**src/rtl/mips_pkg.sv**
```systemverilog
// Shared definitions for the multicycle MIPS controller: opcode and funct
// field values, ALU control encodings and the controller state encoding.
package mips_pkg;

   localparam logic [5:0] OP_RTYPE = 6'b000000;
   localparam logic [5:0] OP_LW    = 6'b100011;
   localparam logic [5:0] OP_SW    = 6'b101011;
   localparam logic [5:0] OP_BEQ   = 6'b000100;
   localparam logic [5:0] OP_BNE   = 6'b000101;
   localparam logic [5:0] OP_ADDI  = 6'b001000;
   localparam logic [5:0] OP_J     = 6'b000010;

   localparam logic [5:0] FN_ADD   = 6'b100000;
   localparam logic [5:0] FN_SUB   = 6'b100010;
   localparam logic [5:0] FN_AND   = 6'b100100;
   localparam logic [5:0] FN_OR    = 6'b100101;
   localparam logic [5:0] FN_SLT   = 6'b101010;

   localparam logic [2:0] ALU_ADD  = 3'b010;
   localparam logic [2:0] ALU_SUB  = 3'b110;
   localparam logic [2:0] ALU_AND  = 3'b000;
   localparam logic [2:0] ALU_OR   = 3'b001;
   localparam logic [2:0] ALU_SLT  = 3'b111;

   typedef enum logic [3:0] {
      ST_FETCH   = 4'd0,
      ST_DECODE  = 4'd1,
      ST_MEMADR  = 4'd2,
      ST_MEMRD   = 4'd3,
      ST_MEMWB   = 4'd4,
      ST_MEMWR   = 4'd5,
      ST_EXECUTE = 4'd6,
      ST_ALUWB   = 4'd7,
      ST_BRANCH  = 4'd8,
      ST_BNE     = 4'd9,
      ST_ADDIEX  = 4'd10,
      ST_ADDIWB  = 4'd11,
      ST_JUMP    = 4'd12
   } state_t;

endpackage

```
**src/rtl/multicycle_controller_if.sv**
```systemverilog
// Control bundle between the multicycle controller and the shared datapath.
//   inputs to controller : op, funct (from IR), zero (ALU flag), memReady
//   outputs of controller: memory, PC/IR, ALU mux, register file controls
//                          and the instrDone / illegalOp / busErr pulses
// master = controller side, slave = datapath/memory side.
interface multicycle_controller_if;
   logic [5:0] op;
   logic [5:0] funct;
   logic       zero;
   logic       memReady;

   logic       memReq;
   logic       memWrite;
   logic       iOrD;
   logic       irWrite;
   logic       pcEn;
   logic [1:0] pcSrc;
   logic       aluSrcA;
   logic [1:0] aluSrcB;
   logic [2:0] aluControl;
   logic       regDst;
   logic       memToReg;
   logic       regWrite;
   logic       instrDone;
   logic       illegalOp;
   logic       busErr;

   modport master (
      input  op, funct, zero, memReady,
      output memReq, memWrite, iOrD, irWrite, pcEn, pcSrc, aluSrcA, aluSrcB,
             aluControl, regDst, memToReg, regWrite, instrDone, illegalOp, busErr
   );

   modport slave (
      output op, funct, zero, memReady,
      input  memReq, memWrite, iOrD, irWrite, pcEn, pcSrc, aluSrcA, aluSrcB,
             aluControl, regDst, memToReg, regWrite, instrDone, illegalOp, busErr
   );
endinterface

```
**src/rtl/mc_alu_funct_dec.sv**
```systemverilog
// R-type funct decoder: maps instr[5:0] to the ALU control code and flags
// whether the funct is one the datapath implements.
//   i_funct         funct field
//   o_alu_control   ALU operation encoding
//   o_valid         1 when i_funct is add/sub/and/or/slt
module mc_alu_funct_dec
   import mips_pkg::*;
(
   input  logic [5:0] i_funct,
   output logic [2:0] o_alu_control,
   output logic       o_valid
);

   always_comb begin
      o_alu_control = ALU_ADD;
      o_valid       = 1'b1;
      case (i_funct)
         FN_ADD:  o_alu_control = ALU_ADD;
         FN_SUB:  o_alu_control = ALU_SUB;
         FN_AND:  o_alu_control = ALU_AND;
         FN_OR:   o_alu_control = ALU_OR;
         FN_SLT:  o_alu_control = ALU_SLT;
         default: o_valid       = 1'b0;
      endcase
   end

endmodule

```
**src/rtl/multicycle_controller.sv**
```systemverilog
// Multicycle MIPS control FSM with memory-ready handshake and watchdog.
//   clk       rising-edge clock
//   reset_n   asynchronous active-low reset
//   bus       multicycle_controller_if.master (datapath controls/status)
// Parameters: MEM_TIMEOUT (wait cycles before busErr, 0 = no watchdog),
//             TW (watchdog counter width).
// Optional: define MULTICYCLE_BNE_EN to decode bne (op 000101).
//
// state    | meaning
// FETCH    | read instruction at PC, PC += 4 on memReady
// DECODE   | precompute branch target, dispatch on op
// MEMADR   | compute lw/sw address regA + signImm
// MEMRD    | load data read, wait for memReady
// MEMWB    | write load data to rt
// MEMWR    | store write, wait for memReady
// EXECUTE  | R-type ALU operation
// ALUWB    | write ALU result to rd
// BRANCH   | beq compare, take branch on zero
// BNE      | bne compare, take branch on ~zero
// ADDIEX   | regA + signImm
// ADDIWB   | write addi result to rt
// JUMP     | load jump target into PC
module multicycle_controller
   import mips_pkg::*;
#(
   parameter int MEM_TIMEOUT = 255,
   parameter int TW          = 8
) (
   input  logic                    clk,
   input  logic                    reset_n,
   multicycle_controller_if.master bus
);

   state_t          r_state;
   state_t          w_state_nxt;
   logic            r_idle;
   logic [TW-1:0]   r_wd_cnt;
   logic            w_mem_wait;
   logic            w_timeout;
   logic [2:0]      w_fn_alu;
   logic            w_fn_valid;

   mc_alu_funct_dec u_funct_dec (
      .i_funct       (bus.funct),
      .o_alu_control (w_fn_alu),
      .o_valid       (w_fn_valid)
   );

   // r_idle marks a cycle with no access presented: the partial cycle after
   // reset release and the cycle after a bus error, so memReq visibly drops
   // before the refetch.
   assign w_mem_wait = !r_idle && !bus.memReady &&
                       (r_state inside {ST_FETCH, ST_MEMRD, ST_MEMWR});
   assign w_timeout  = (MEM_TIMEOUT != 0) && w_mem_wait &&
                       (r_wd_cnt == TW'(MEM_TIMEOUT));

   always_ff @(posedge clk or negedge reset_n) begin
      if (!reset_n) begin
         r_state  <= ST_FETCH;
         r_idle   <= 1'b1;
         r_wd_cnt <= '0;
      end else begin
         r_state <= w_state_nxt;
         r_idle  <= w_timeout;
         if ((MEM_TIMEOUT != 0) && w_mem_wait && !w_timeout)
            r_wd_cnt <= r_wd_cnt + 1'b1;
         else
            r_wd_cnt <= '0;
      end
   end

   always_comb begin
      w_state_nxt    = r_state;
      bus.memReq     = 1'b0;
      bus.memWrite   = 1'b0;
      bus.iOrD       = 1'b0;
      bus.irWrite    = 1'b0;
      bus.pcEn       = 1'b0;
      bus.pcSrc      = 2'b00;
      bus.aluSrcA    = 1'b0;
      bus.aluSrcB    = 2'b00;
      bus.aluControl = ALU_AND;
      bus.regDst     = 1'b0;
      bus.memToReg   = 1'b0;
      bus.regWrite   = 1'b0;
      bus.instrDone  = 1'b0;
      bus.illegalOp  = 1'b0;
      bus.busErr     = 1'b0;

      if (!r_idle) begin
         case (r_state)
            ST_FETCH: begin
               bus.memReq     = 1'b1;
               bus.aluSrcB    = 2'b01;
               bus.aluControl = ALU_ADD;
               if (bus.memReady) begin
                  bus.irWrite = 1'b1;
                  bus.pcEn    = 1'b1;
                  w_state_nxt = ST_DECODE;
               end
            end
            ST_DECODE: begin
               bus.aluSrcB    = 2'b11;
               bus.aluControl = ALU_ADD;
               case (bus.op)
                  OP_LW, OP_SW: w_state_nxt = ST_MEMADR;
                  OP_RTYPE:     w_state_nxt = ST_EXECUTE;
                  OP_BEQ:       w_state_nxt = ST_BRANCH;
                  OP_ADDI:      w_state_nxt = ST_ADDIEX;
                  OP_J:         w_state_nxt = ST_JUMP;
`ifdef MULTICYCLE_BNE_EN
                  OP_BNE:       w_state_nxt = ST_BNE;
`endif
                  default: begin
                     bus.illegalOp = 1'b1;
                     w_state_nxt   = ST_FETCH;
                  end
               endcase
            end
            ST_MEMADR: begin
               bus.aluSrcA    = 1'b1;
               bus.aluSrcB    = 2'b10;
               bus.aluControl = ALU_ADD;
               w_state_nxt    = (bus.op == OP_SW) ? ST_MEMWR : ST_MEMRD;
            end
            ST_MEMRD: begin
               bus.memReq = 1'b1;
               bus.iOrD   = 1'b1;
               if (bus.memReady) w_state_nxt = ST_MEMWB;
            end
            ST_MEMWB: begin
               bus.memToReg  = 1'b1;
               bus.regWrite  = 1'b1;
               bus.instrDone = 1'b1;
               w_state_nxt   = ST_FETCH;
            end
            ST_MEMWR: begin
               bus.memReq   = 1'b1;
               bus.memWrite = 1'b1;
               bus.iOrD     = 1'b1;
               if (bus.memReady) begin
                  bus.instrDone = 1'b1;
                  w_state_nxt   = ST_FETCH;
               end
            end
            ST_EXECUTE: begin
               bus.aluSrcA    = 1'b1;
               bus.aluControl = w_fn_alu;
               if (w_fn_valid) begin
                  w_state_nxt = ST_ALUWB;
               end else begin
                  bus.illegalOp = 1'b1;
                  w_state_nxt   = ST_FETCH;
               end
            end
            ST_ALUWB: begin
               bus.regDst    = 1'b1;
               bus.regWrite  = 1'b1;
               bus.instrDone = 1'b1;
               w_state_nxt   = ST_FETCH;
            end
            ST_BRANCH, ST_BNE: begin
               bus.aluSrcA    = 1'b1;
               bus.aluControl = ALU_SUB;
               bus.pcSrc      = 2'b01;
               bus.pcEn       = (r_state == ST_BNE) ? !bus.zero : bus.zero;
               bus.instrDone  = 1'b1;
               w_state_nxt    = ST_FETCH;
            end
            ST_ADDIEX: begin
               bus.aluSrcA    = 1'b1;
               bus.aluSrcB    = 2'b10;
               bus.aluControl = ALU_ADD;
               w_state_nxt    = ST_ADDIWB;
            end
            ST_ADDIWB: begin
               bus.regWrite  = 1'b1;
               bus.instrDone = 1'b1;
               w_state_nxt   = ST_FETCH;
            end
            ST_JUMP: begin
               bus.pcSrc     = 2'b10;
               bus.pcEn      = 1'b1;
               bus.instrDone = 1'b1;
               w_state_nxt   = ST_FETCH;
            end
            default: w_state_nxt = ST_FETCH;
         endcase

         // Watchdog expiry abandons the access; the memory-state outputs stay
         // up for this cycle and the instruction restarts from FETCH.
         if (w_timeout) begin
            bus.busErr  = 1'b1;
            w_state_nxt = ST_FETCH;
         end
      end
   end

endmodule

```
**src/flat_wrapper.sv**
```systemverilog
// flat-port wrapper written by rule: the top's interface ports become plain ports
module multicycle_controller_flat import mips_pkg::*;
#(
   parameter int MEM_TIMEOUT = 255,
   parameter int TW          = 8
)
  (clk, reset_n, bus_op, bus_funct, bus_zero, bus_memReady, bus_memReq, bus_memWrite, bus_iOrD, bus_irWrite, bus_pcEn, bus_pcSrc, bus_aluSrcA, bus_aluSrcB, bus_aluControl, bus_regDst, bus_memToReg, bus_regWrite, bus_instrDone, bus_illegalOp, bus_busErr);
  multicycle_controller_if bus_i ();
  input  logic clk;
  input  logic reset_n;
  input wire logic [$bits(bus_i.op)-1:0] bus_op;
  input wire logic [$bits(bus_i.funct)-1:0] bus_funct;
  input wire logic [$bits(bus_i.zero)-1:0] bus_zero;
  input wire logic [$bits(bus_i.memReady)-1:0] bus_memReady;
  output wire logic [$bits(bus_i.memReq)-1:0] bus_memReq;
  output wire logic [$bits(bus_i.memWrite)-1:0] bus_memWrite;
  output wire logic [$bits(bus_i.iOrD)-1:0] bus_iOrD;
  output wire logic [$bits(bus_i.irWrite)-1:0] bus_irWrite;
  output wire logic [$bits(bus_i.pcEn)-1:0] bus_pcEn;
  output wire logic [$bits(bus_i.pcSrc)-1:0] bus_pcSrc;
  output wire logic [$bits(bus_i.aluSrcA)-1:0] bus_aluSrcA;
  output wire logic [$bits(bus_i.aluSrcB)-1:0] bus_aluSrcB;
  output wire logic [$bits(bus_i.aluControl)-1:0] bus_aluControl;
  output wire logic [$bits(bus_i.regDst)-1:0] bus_regDst;
  output wire logic [$bits(bus_i.memToReg)-1:0] bus_memToReg;
  output wire logic [$bits(bus_i.regWrite)-1:0] bus_regWrite;
  output wire logic [$bits(bus_i.instrDone)-1:0] bus_instrDone;
  output wire logic [$bits(bus_i.illegalOp)-1:0] bus_illegalOp;
  output wire logic [$bits(bus_i.busErr)-1:0] bus_busErr;
  assign bus_i.op = bus_op;
  assign bus_i.funct = bus_funct;
  assign bus_i.zero = bus_zero;
  assign bus_i.memReady = bus_memReady;
  assign bus_memReq = bus_i.memReq;
  assign bus_memWrite = bus_i.memWrite;
  assign bus_iOrD = bus_i.iOrD;
  assign bus_irWrite = bus_i.irWrite;
  assign bus_pcEn = bus_i.pcEn;
  assign bus_pcSrc = bus_i.pcSrc;
  assign bus_aluSrcA = bus_i.aluSrcA;
  assign bus_aluSrcB = bus_i.aluSrcB;
  assign bus_aluControl = bus_i.aluControl;
  assign bus_regDst = bus_i.regDst;
  assign bus_memToReg = bus_i.memToReg;
  assign bus_regWrite = bus_i.regWrite;
  assign bus_instrDone = bus_i.instrDone;
  assign bus_illegalOp = bus_i.illegalOp;
  assign bus_busErr = bus_i.busErr;
  multicycle_controller #(.MEM_TIMEOUT(MEM_TIMEOUT), .TW(TW)) u_core (.clk(clk), .reset_n(reset_n), .bus(bus_i));
endmodule
```
**config.mk**
```make
export PLATFORM = sky130hd
export DESIGN_NAME = multicycle_controller_flat
export DESIGN_NICKNAME = d
export VERILOG_FILES = /design/src/rtl/mips_pkg.sv /design/src/rtl/multicycle_controller_if.sv /design/src/rtl/mc_alu_funct_dec.sv /design/src/rtl/multicycle_controller.sv /design/src/flat_wrapper.sv
export SDC_FILE = /design/constraint.sdc
export NUM_CORES = 1
export LEC_CHECK = 0
export ABC_AREA = 1
export BUFFER_PORTS_ARGS = -buffer_cell sky130_fd_sc_hd__buf_2
export CAP_MARGIN = 20
export CELL_PAD_IN_SITES_DETAIL_PLACEMENT = 2
export CELL_PAD_IN_SITES_GLOBAL_PLACEMENT = 2
export CORE_ASPECT_RATIO = 1.2
export CORE_MARGIN = 3
export CORE_UTILIZATION = 26
export CTS_CLUSTER_SIZE = 20
export DETAILED_ROUTE_END_ITERATION = 8
export MAX_ROUTING_LAYER = met4
export PLACE_DENSITY_LB_ADDON = 0.1
export REMOVE_ABC_BUFFERS = 1
export SETUP_SLACK_MARGIN = 0.5
export SYNTH_ARGS = -nofsm -noshare
export SYNTH_HDL_FRONTEND = slang
export SYNTH_SLANG_ARGS = --single-unit
```
**constraint.sdc**
```tcl
create_clock -name clk -period 2 [get_ports clk]
set_clock_uncertainty 0.2 [all_clocks]
set_input_delay 0.2 -clock clk [delete_from_list [all_inputs] [get_ports clk]]
set_output_delay 0.2 -clock clk [all_outputs]
set_load 0.1 [all_outputs]
```
==> results_tabular.tex, run 1 <==
\begin{tabular}{lr}
\hline
Metric & Value \\
\hline
\multicolumn{2}{l}{\textbf{Yosys}} \\
\quad Largest family of logic cells by synthesized area & simple AND/OR/NAND/NOR gates \\
\quad Number of warning messages in the yosys log & 0 \\
\quad Share of synthesized area occupied by flip-flops and latches & 0.2856 \\
\quad Fraction of the mapped netlist area in compound gates & 0.09956 \\
\quad Adder-cell share of the synthesized area & 0.01094 \\
\quad Synthesized instance count & 179 \\
\quad Area share of the leading cell type in the synthesized netlist & 0.2626 \\
\quad FF+latch count, synth & 13 \\
\quad Synth area leader & sky130\_fd\_sc\_hd\_\_dfrtp\_1 \\
\quad Proportion of synthesized area in mux cells & 0 \\
\quad Average cell area after synthesis & 6.389 µm² \\
\quad Synthesized cell area & 1144 µm² \\
\quad Simple-Gate Fraction of Synth Area & 0.4825 \\
\quad Post-synthesis cell type count & 27 \\
\quad Main area contributors after synthesis & sky130\_fd\_sc\_hd\_\_dfrtp\_1 26\%, sky130\_fd\_sc\_hd\_\_nand2\_1 15\%, sky130\_fd\_sc\_hd\_\_nor2\_1 9.5\% \\
\quad Share of the synthesized netlist area taken by xor and xnor gates & 0.02298 \\
\multicolumn{2}{l}{\textbf{Placed design}} \\
\quad Last weighted congestion value of the routability-driven placer & 0.8272 \\
\quad Number of placed instances with taps included & 270 \\
\quad Number of buffers inserted by port buffering & 34 \\
\quad Placed Instance Area & 1667 µm² \\
\quad Detailed-placement wirelength estimate & 3514 µm \\
\multicolumn{2}{l}{\textbf{Timing}} \\
\quad Worst EP kind & primary output \\
\quad Worst endpoint after global-route timing repair & bus\_aluControl[0] \\
\multicolumn{2}{l}{\textbf{Floorplanning}} \\
\quad Die Span Y & 78.65 µm \\
\quad Number of rows created at floorplan & 25 \\
\quad Boundary pin count & 35 \\
\quad Initial standard-cell utilization of the core & 0.2791 \\
\quad Horizontal extent of the die & 66.54 µm \\
\multicolumn{2}{l}{\textbf{Global route}} \\
\quad Initial antenna violation count & 0 \\
\quad Pin count of the biggest net entering global routing & 14 \\
\multicolumn{2}{l}{\textbf{CTS}} \\
\quad Inserted Clock Buffers & 3 \\
\quad Cell chosen for the clock root & sky130\_fd\_sc\_hd\_\_clkbuf\_8 \\
\quad CTS HTree Levels & 1 \\
\quad Number of clock sinks seen by CTS & 13 \\
\quad Clock buffer depth & 2 \\
\multicolumn{2}{l}{\textbf{Outcome}} \\
\quad Outcome & stopped before the end \\
\quad Last stage & global routing \\
\quad Tool Error & [ERROR DPL-0033] detailed placement checks failed during check placement. \\
\hline
\end{tabular}
metrics by stage:
stage	worst slack, ps	util
after CTS	-42.93	0.4876
after detailed placement	-28.61	0.4067
after global placement	105.1	0.4067
after floorplan	-1463	-
cells by family after synthesis:
| group | Yosys count |
|---|---|
| xor gates and xnor gates | 3 |
| and+or+nand+nor | 114 |
| AOI/OAI and AO/OA | 20 |
| DFF | 13 |
| adders and majority gates | 1 |
| buffers and inverters | 28 |
timing repair:
action / in CTS
resized for setup: 47
hold buffers: 1
pin swaps: 10
endpoints found under the hold margin: 13
setup buffers: 14
setup endpoints to repair: 32
synth_stat cells:
cell type	instances
sky130_fd_sc_hd__nand3_1	12
sky130_fd_sc_hd__nor2_1	29
sky130_fd_sc_hd__dfstp_2	1
sky130_fd_sc_hd__nand2_2	4
sky130_fd_sc_hd__o21bai_1	2
sky130_fd_sc_hd__o21a_1	1
sky130_fd_sc_hd__nor2_4	1
sky130_fd_sc_hd__nand3_4	1
sky130_fd_sc_hd__inv_1	19
sky130_fd_sc_hd__ha_1	1
sky130_fd_sc_hd__nand4_4	1
sky130_fd_sc_hd__clkbuf_1	2
sky130_fd_sc_hd__nor3_1	3
sky130_fd_sc_hd__buf_4	2
sky130_fd_sc_hd__xor2_1	3
sky130_fd_sc_hd__nor3_2	3
sky130_fd_sc_hd__a21oi_2	1
sky130_fd_sc_hd__nand2_1	47
sky130_fd_sc_hd__dfrtp_1	12
sky130_fd_sc_hd__nor2_2	2
sky130_fd_sc_hd__inv_2	5
sky130_fd_sc_hd__nand4_1	6
sky130_fd_sc_hd__nand3b_1	4
sky130_fd_sc_hd__a21oi_1	12
sky130_fd_sc_hd__a31oi_1	2
sky130_fd_sc_hd__o21ai_0	2
sky130_fd_sc_hd__nand2b_1	1
==> inputs of run 2 (changes only) <==
Settings changed: CELL_PAD_IN_SITES_DETAIL_PLACEMENT 2 to not set, CELL_PAD_IN_SITES_GLOBAL_PLACEMENT 2 to not set, CORE_AREA set to 3 3 64 66, CORE_ASPECT_RATIO 1.2 to not set, CORE_MARGIN 3 to not set, CORE_UTILIZATION 26 to not set, CTS_CLUSTER_SIZE 20 to not set, DIE_AREA set to 0 0 67 69, MAX_ROUTING_LAYER met4 to not set, PLACE_DENSITY_LB_ADDON 0.1 to 0.15, SETUP_SLACK_MARGIN 0.5 to not set.
==> results_tabular.tex, run 2 <==
\begin{tabular}{lr}
\hline
Metric & Value \\
\hline
\multicolumn{2}{l}{\textbf{Yosys}} \\
\quad Main area contributors after synthesis & sky130\_fd\_sc\_hd\_\_dfrtp\_1 26\%, sky130\_fd\_sc\_hd\_\_nand2\_1 15\%, sky130\_fd\_sc\_hd\_\_nor2\_1 9.5\% \\
\quad Synthesized instance count & 179 (unchanged) \\
\quad Average cell area after synthesis & 6.389 µm² (unchanged) \\
\quad Adder-cell share of the synthesized area & 0.01094 (unchanged) \\
\quad Simple-Gate Fraction of Synth Area & 0.4825 (unchanged) \\
\quad Share of the synthesized netlist area taken by xor and xnor gates & 0.02298 (unchanged) \\
\quad Synthesized cell area & 1144 µm² (unchanged) \\
\quad Number of warning messages in the yosys log & 0 (unchanged) \\
\quad Post-synthesis cell type count & 27 (unchanged) \\
\quad Most repeated cell in the gate-level netlist after synthesis & sky130\_fd\_sc\_hd\_\_nand2\_1 \\
\quad Fraction of the mapped netlist area in compound gates & 0.09956 (unchanged) \\
\quad Top cells by count, synth & 47 x sky130\_fd\_sc\_hd\_\_nand2\_1, 29 x sky130\_fd\_sc\_hd\_\_nor2\_1, 19 x sky130\_fd\_sc\_hd\_\_inv\_1 \\
\quad Number of synthesized flops with an enable pin & 0 (unchanged) \\
\quad FF+latch count, synth & 13 (unchanged) \\
\quad Synth area leader & sky130\_fd\_sc\_hd\_\_dfrtp\_1 \\
\quad Dominant synthesized flop cell & sky130\_fd\_sc\_hd\_\_dfrtp\_1 \\
\quad Share of synthesized area occupied by flip-flops and latches & 0.2856 (unchanged) \\
\quad Synth async-reset ratio & 1.000 (unchanged) \\
\quad Area share of the leading cell type in the synthesized netlist & 0.2626 (unchanged) \\
\quad Proportion of synthesized area in mux cells & 0 (unchanged) \\
\quad Largest family of logic cells by synthesized area & simple AND/OR/NAND/NOR gates \\
\multicolumn{2}{l}{\textbf{Timing}} \\
\quad Final Hold Vio Count & 0 \\
\quad RSZ-0062 raised after global routing & yes \\
\quad Count of pins over their slew limit & 0 \\
\quad Least-Margin Pin Slew & 366.4 ps \\
\quad Relative max-transition margin & 0.7538 \\
\quad Min Tclk post-route & 2044 ps \\
\quad Ratio of final minimum period to clock period & 1.022 \\
\quad Maximum achievable frequency & 489.2 MHz \\
\quad Setup TNS & -82.10 ps \\
\quad Post-route setup slack & -44.14 ps \\
\quad Final setup viols & 4 \\
\multicolumn{2}{l}{\textbf{Detailed routing}} \\
\quad WL final & 2912 µm \\
\quad Average wire per standard cell & 10.63 µm \\
\quad Count of nets left with antenna violations after detail routing & 0 \\
\quad DRC violations left & 0 \\
\quad DR pass1 iterations & 4 \\
\quad Vias post-DR & 1268 \\
\quad Drt via density & 4.628 \\
\quad Violation count after the first detailed-routing iteration & 21 \\
\multicolumn{2}{l}{\textbf{Worst setup path}} \\
\quad Kind of cell adding the most delay to the critical path & flip-flops \\
\quad Critical setup path kind & reg -> out \\
\quad Worst EP required & 1600 ps \\
\quad Buffers and inverters on the worst path & 3 \\
\quad Cell with the largest stage delay on the worst path & sky130\_fd\_sc\_hd\_\_dfrtp\_2 \\
\quad Startpoint of the worst-slack reg-to-reg timing path & u\_core.r\_wd\_cnt[0] \\
\quad Critical path data arrival time & 1640 ps \\
\quad Setup crit end kind & output port \\
\quad Category of the worst setup path launch point & register \\
\quad Largest incremental delay on the critical path & 450 ps \\
\quad Worst setup startpoint & u\_core.r\_state[0] \\
\quad Maximum net fanout on the critical path & 6 \\
\quad Crit-path cells & inv\_2, nand2\_2, nor2\_4, buf\_6, nand3b\_1, a21oi\_4, buf\_12 \\
\multicolumn{2}{l}{\textbf{Global route}} \\
\quad Wire length of the first global-routing pass & 4933 µm \\
\quad Remaining Overflow, GRT & 0 \\
\quad Pin count of the biggest net entering global routing & 14 \\
\quad Global routing usage summed across all routing layers & 0.1331 \\
\quad Vias in the first global route & 1210 \\
\quad Initial antenna violation count & 0 \\
\multicolumn{2}{l}{\textbf{Flow run}} \\
\quad Maximum capacitance violations & 0 \\
\multicolumn{2}{l}{\textbf{Min path}} \\
\quad Worst hold path type & in -> reg \\
\quad Source of the worst hold timing path & bus\_memReady \\
\multicolumn{2}{l}{\textbf{CTS}} \\
\quad CTS tree & built \\
\quad Number of clock sinks seen by CTS & 13 (unchanged) \\
\quad Inserted Clock Buffers & 3 (unchanged) \\
\quad Cell chosen for the clock root & sky130\_fd\_sc\_hd\_\_clkbuf\_8 \\
\quad Clock latency at the later pin of the worst-skew pair & 240 ps \\
\quad CTS HTree Levels & 1 (unchanged) \\
\quad Clock buffer depth & 2 (unchanged) \\
\quad Clock slew seen by the registers of the worst setup and hold paths & 50 ps \\
\multicolumn{2}{l}{\textbf{Outcome}} \\
\quad Failing checks & negative setup slack \\
\quad Outcome & finished with violations \\
\multicolumn{2}{l}{\textbf{Final layout}} \\
\quad Number of nets in the final layout & 244 \\
\quad Most frequent cells in the layout & 44 x sky130\_fd\_sc\_hd\_\_nand2\_1, 23 x sky130\_fd\_sc\_hd\_\_nor2\_1, 18 x sky130\_fd\_sc\_hd\_\_inv\_1, 17 x sky130\_fd\_sc\_hd\_\_buf\_12, 15 x sky130\_fd\_sc\_hd\_\_buf\_2 \\
\quad Most common cell after layout, fill and taps aside & sky130\_fd\_sc\_hd\_\_nand2\_1 \\
\quad Area overhead of the layout relative to synthesis & 64.00\% \\
\quad Biggest registers after layout & u\_core.r\_wd\_cnt: 8 flops, u\_core.r\_state: 4 flops, u\_core.r\_idle: 1 flops \\
\quad Ant diodes & 0 \\
\quad Post-route cell area & 1876 µm² \\
\quad Multi-input gate area in the final layout & 807.0 µm² \\
\quad Number of flip-flops in the largest register & 8 \\
\quad Register area & 331.6 µm² \\
\quad Top reg by flops & u\_core.r\_wd\_cnt \\
\quad Fraction of layout instances using a drive strength above 1 & 0.3982 \\
\quad Number of filler cells placed in the layout & 367 \\
\multicolumn{2}{l}{\textbf{Power}} \\
\quad Part of the power in the clock network & 0.091 \\
\quad Net switching share of the total power & 0.5528 \\
\quad Total internal power & 1.126 mW \\
\quad Switching component of the power & 1.392 mW \\
\quad Sequential fraction of design power & 0.146 \\
\quad Power share of the combinational group & 0.762 \\
\quad Static Leakage & 0.9033 nW \\
\quad IR drop worst, VDD & 0.5449 mV \\
\quad Power per unit of standard cell area & 1342 nW/µm² \\
\multicolumn{2}{l}{\textbf{Placed design}} \\
\quad Number of buffers inserted by port buffering & 34 (unchanged) \\
\quad Placed Instance Area & 1652 µm² (-0.90\%) \\
\quad Last weighted congestion value of the routability-driven placer & 0.7763 (-6.2\%) \\
\quad Detailed-placement wirelength estimate & 2372 µm (-33\%) \\
\multicolumn{2}{l}{\textbf{Floorplanning}} \\
\quad Die Span Y & 69 µm (-12\%) \\
\quad Number of rows created at floorplan & 22 (-12\%) \\
\quad Initial standard-cell utilization of the core & 0.3147 (+0.03565) \\
\quad Boundary pin count & 35 (unchanged) \\
\quad Area of the die & 4623 µm² \\
\quad Placeable core region & 3633 µm² \\
\quad Horizontal extent of the die & 67 µm (+0.69\%) \\
\hline
\end{tabular}
-- run 2: layout make-up --
type | instances | share of cell area
tap | 48 | 0.03202
inverter | 24 | 0.04803
sequential | 13 | 0.1768
multi-input combinational | 138 | 0.4303
clock buffer | 4 | 0.02402
timing repair buffer | 47 | 0.2889
-- run 2: cell families after synthesis --
group                    count (synthesis)
XOR/XNOR                                 3
flip-flops                              13
adder cells (fa/ha/maj)                  1
AO/OA/AOI/OAI                           20
buffers and inverters                   28
AND/OR/NAND/NOR                        114
-- run 2: routing by layer --
layer  vias up  track usage  routed length, µm
li1        673            -                  -
met4         0      0.04730                 42
met3         5      0.02280                146
met2        27       0.2347               1450
met1       563       0.1567               1274
met5         -            0                  0
-- run 2: repair_timing --
item | 4_1_cts | 5_1_grt
endpoints found under the hold margin | 13 | 0
gates resized for setup | 20 | 15
hold buffers | 1 | 0
pin swaps | 4 | 9
setup buffers | 2 | 4
endpoints found under the setup margin | 13 | 16
-- run 2: final timing paths --
path / end / slack, ps / cells past startpoint
worst max-delay path: bus_aluControl[0] / -40 / 7
worst min-delay path: u_core.r_idle / 140 / 4
worst max register to register: u_core.r_state[0] / 290 / 9
worst min register to register: u_core.r_wd_cnt[0] / 260 / 1
max in group asynchronous: u_core.r_idle / 1170 / 2
min in group asynchronous: u_core.r_wd_cnt[6] / 160 / 2
-- run 2: worst register-to-register path: cells and delay by family, from the launching register on --
kind	cells	cell delay (ps)
buffers and inverters	2	320
flip-flops	1	360
AND/OR/NAND/NOR	6	550
adder cells (fa/ha/maj)	1	170
-- run 2: through the flow --
stage	utilization	setup WS [ps]	total power, mW	instances	hold WS, ps
floorplan	-	-1463	1.535	175	-295.6
global placement	0.4545	117.7	2.113	263	-97.09
detailed placement	0.4545	80.99	2.114	263	-99.45
CTS	0.4907	-29.07	2.438	270	136.3
global route	0.5162	-116.8	2.648	274	170.7
finish	0.5162	-44.14	2.517	274	143.0
-- run 2: power groups by stage --
| stage | logic, mW | registers [mW] | clock network, mW |
|---|---|---|---|
| floorplan | 1.18 | 0.351 | 0 |
| global placement | 1.75 | 0.358 | 0 |
| detailed placement | 1.75 | 0.362 | 0 |
| CTS | 1.83 | 0.363 | 0.240 |
| global route | 2.02 | 0.375 | 0.249 |
| finish | 1.92 | 0.369 | 0.230 |
(Power assumes the default switching activity.)
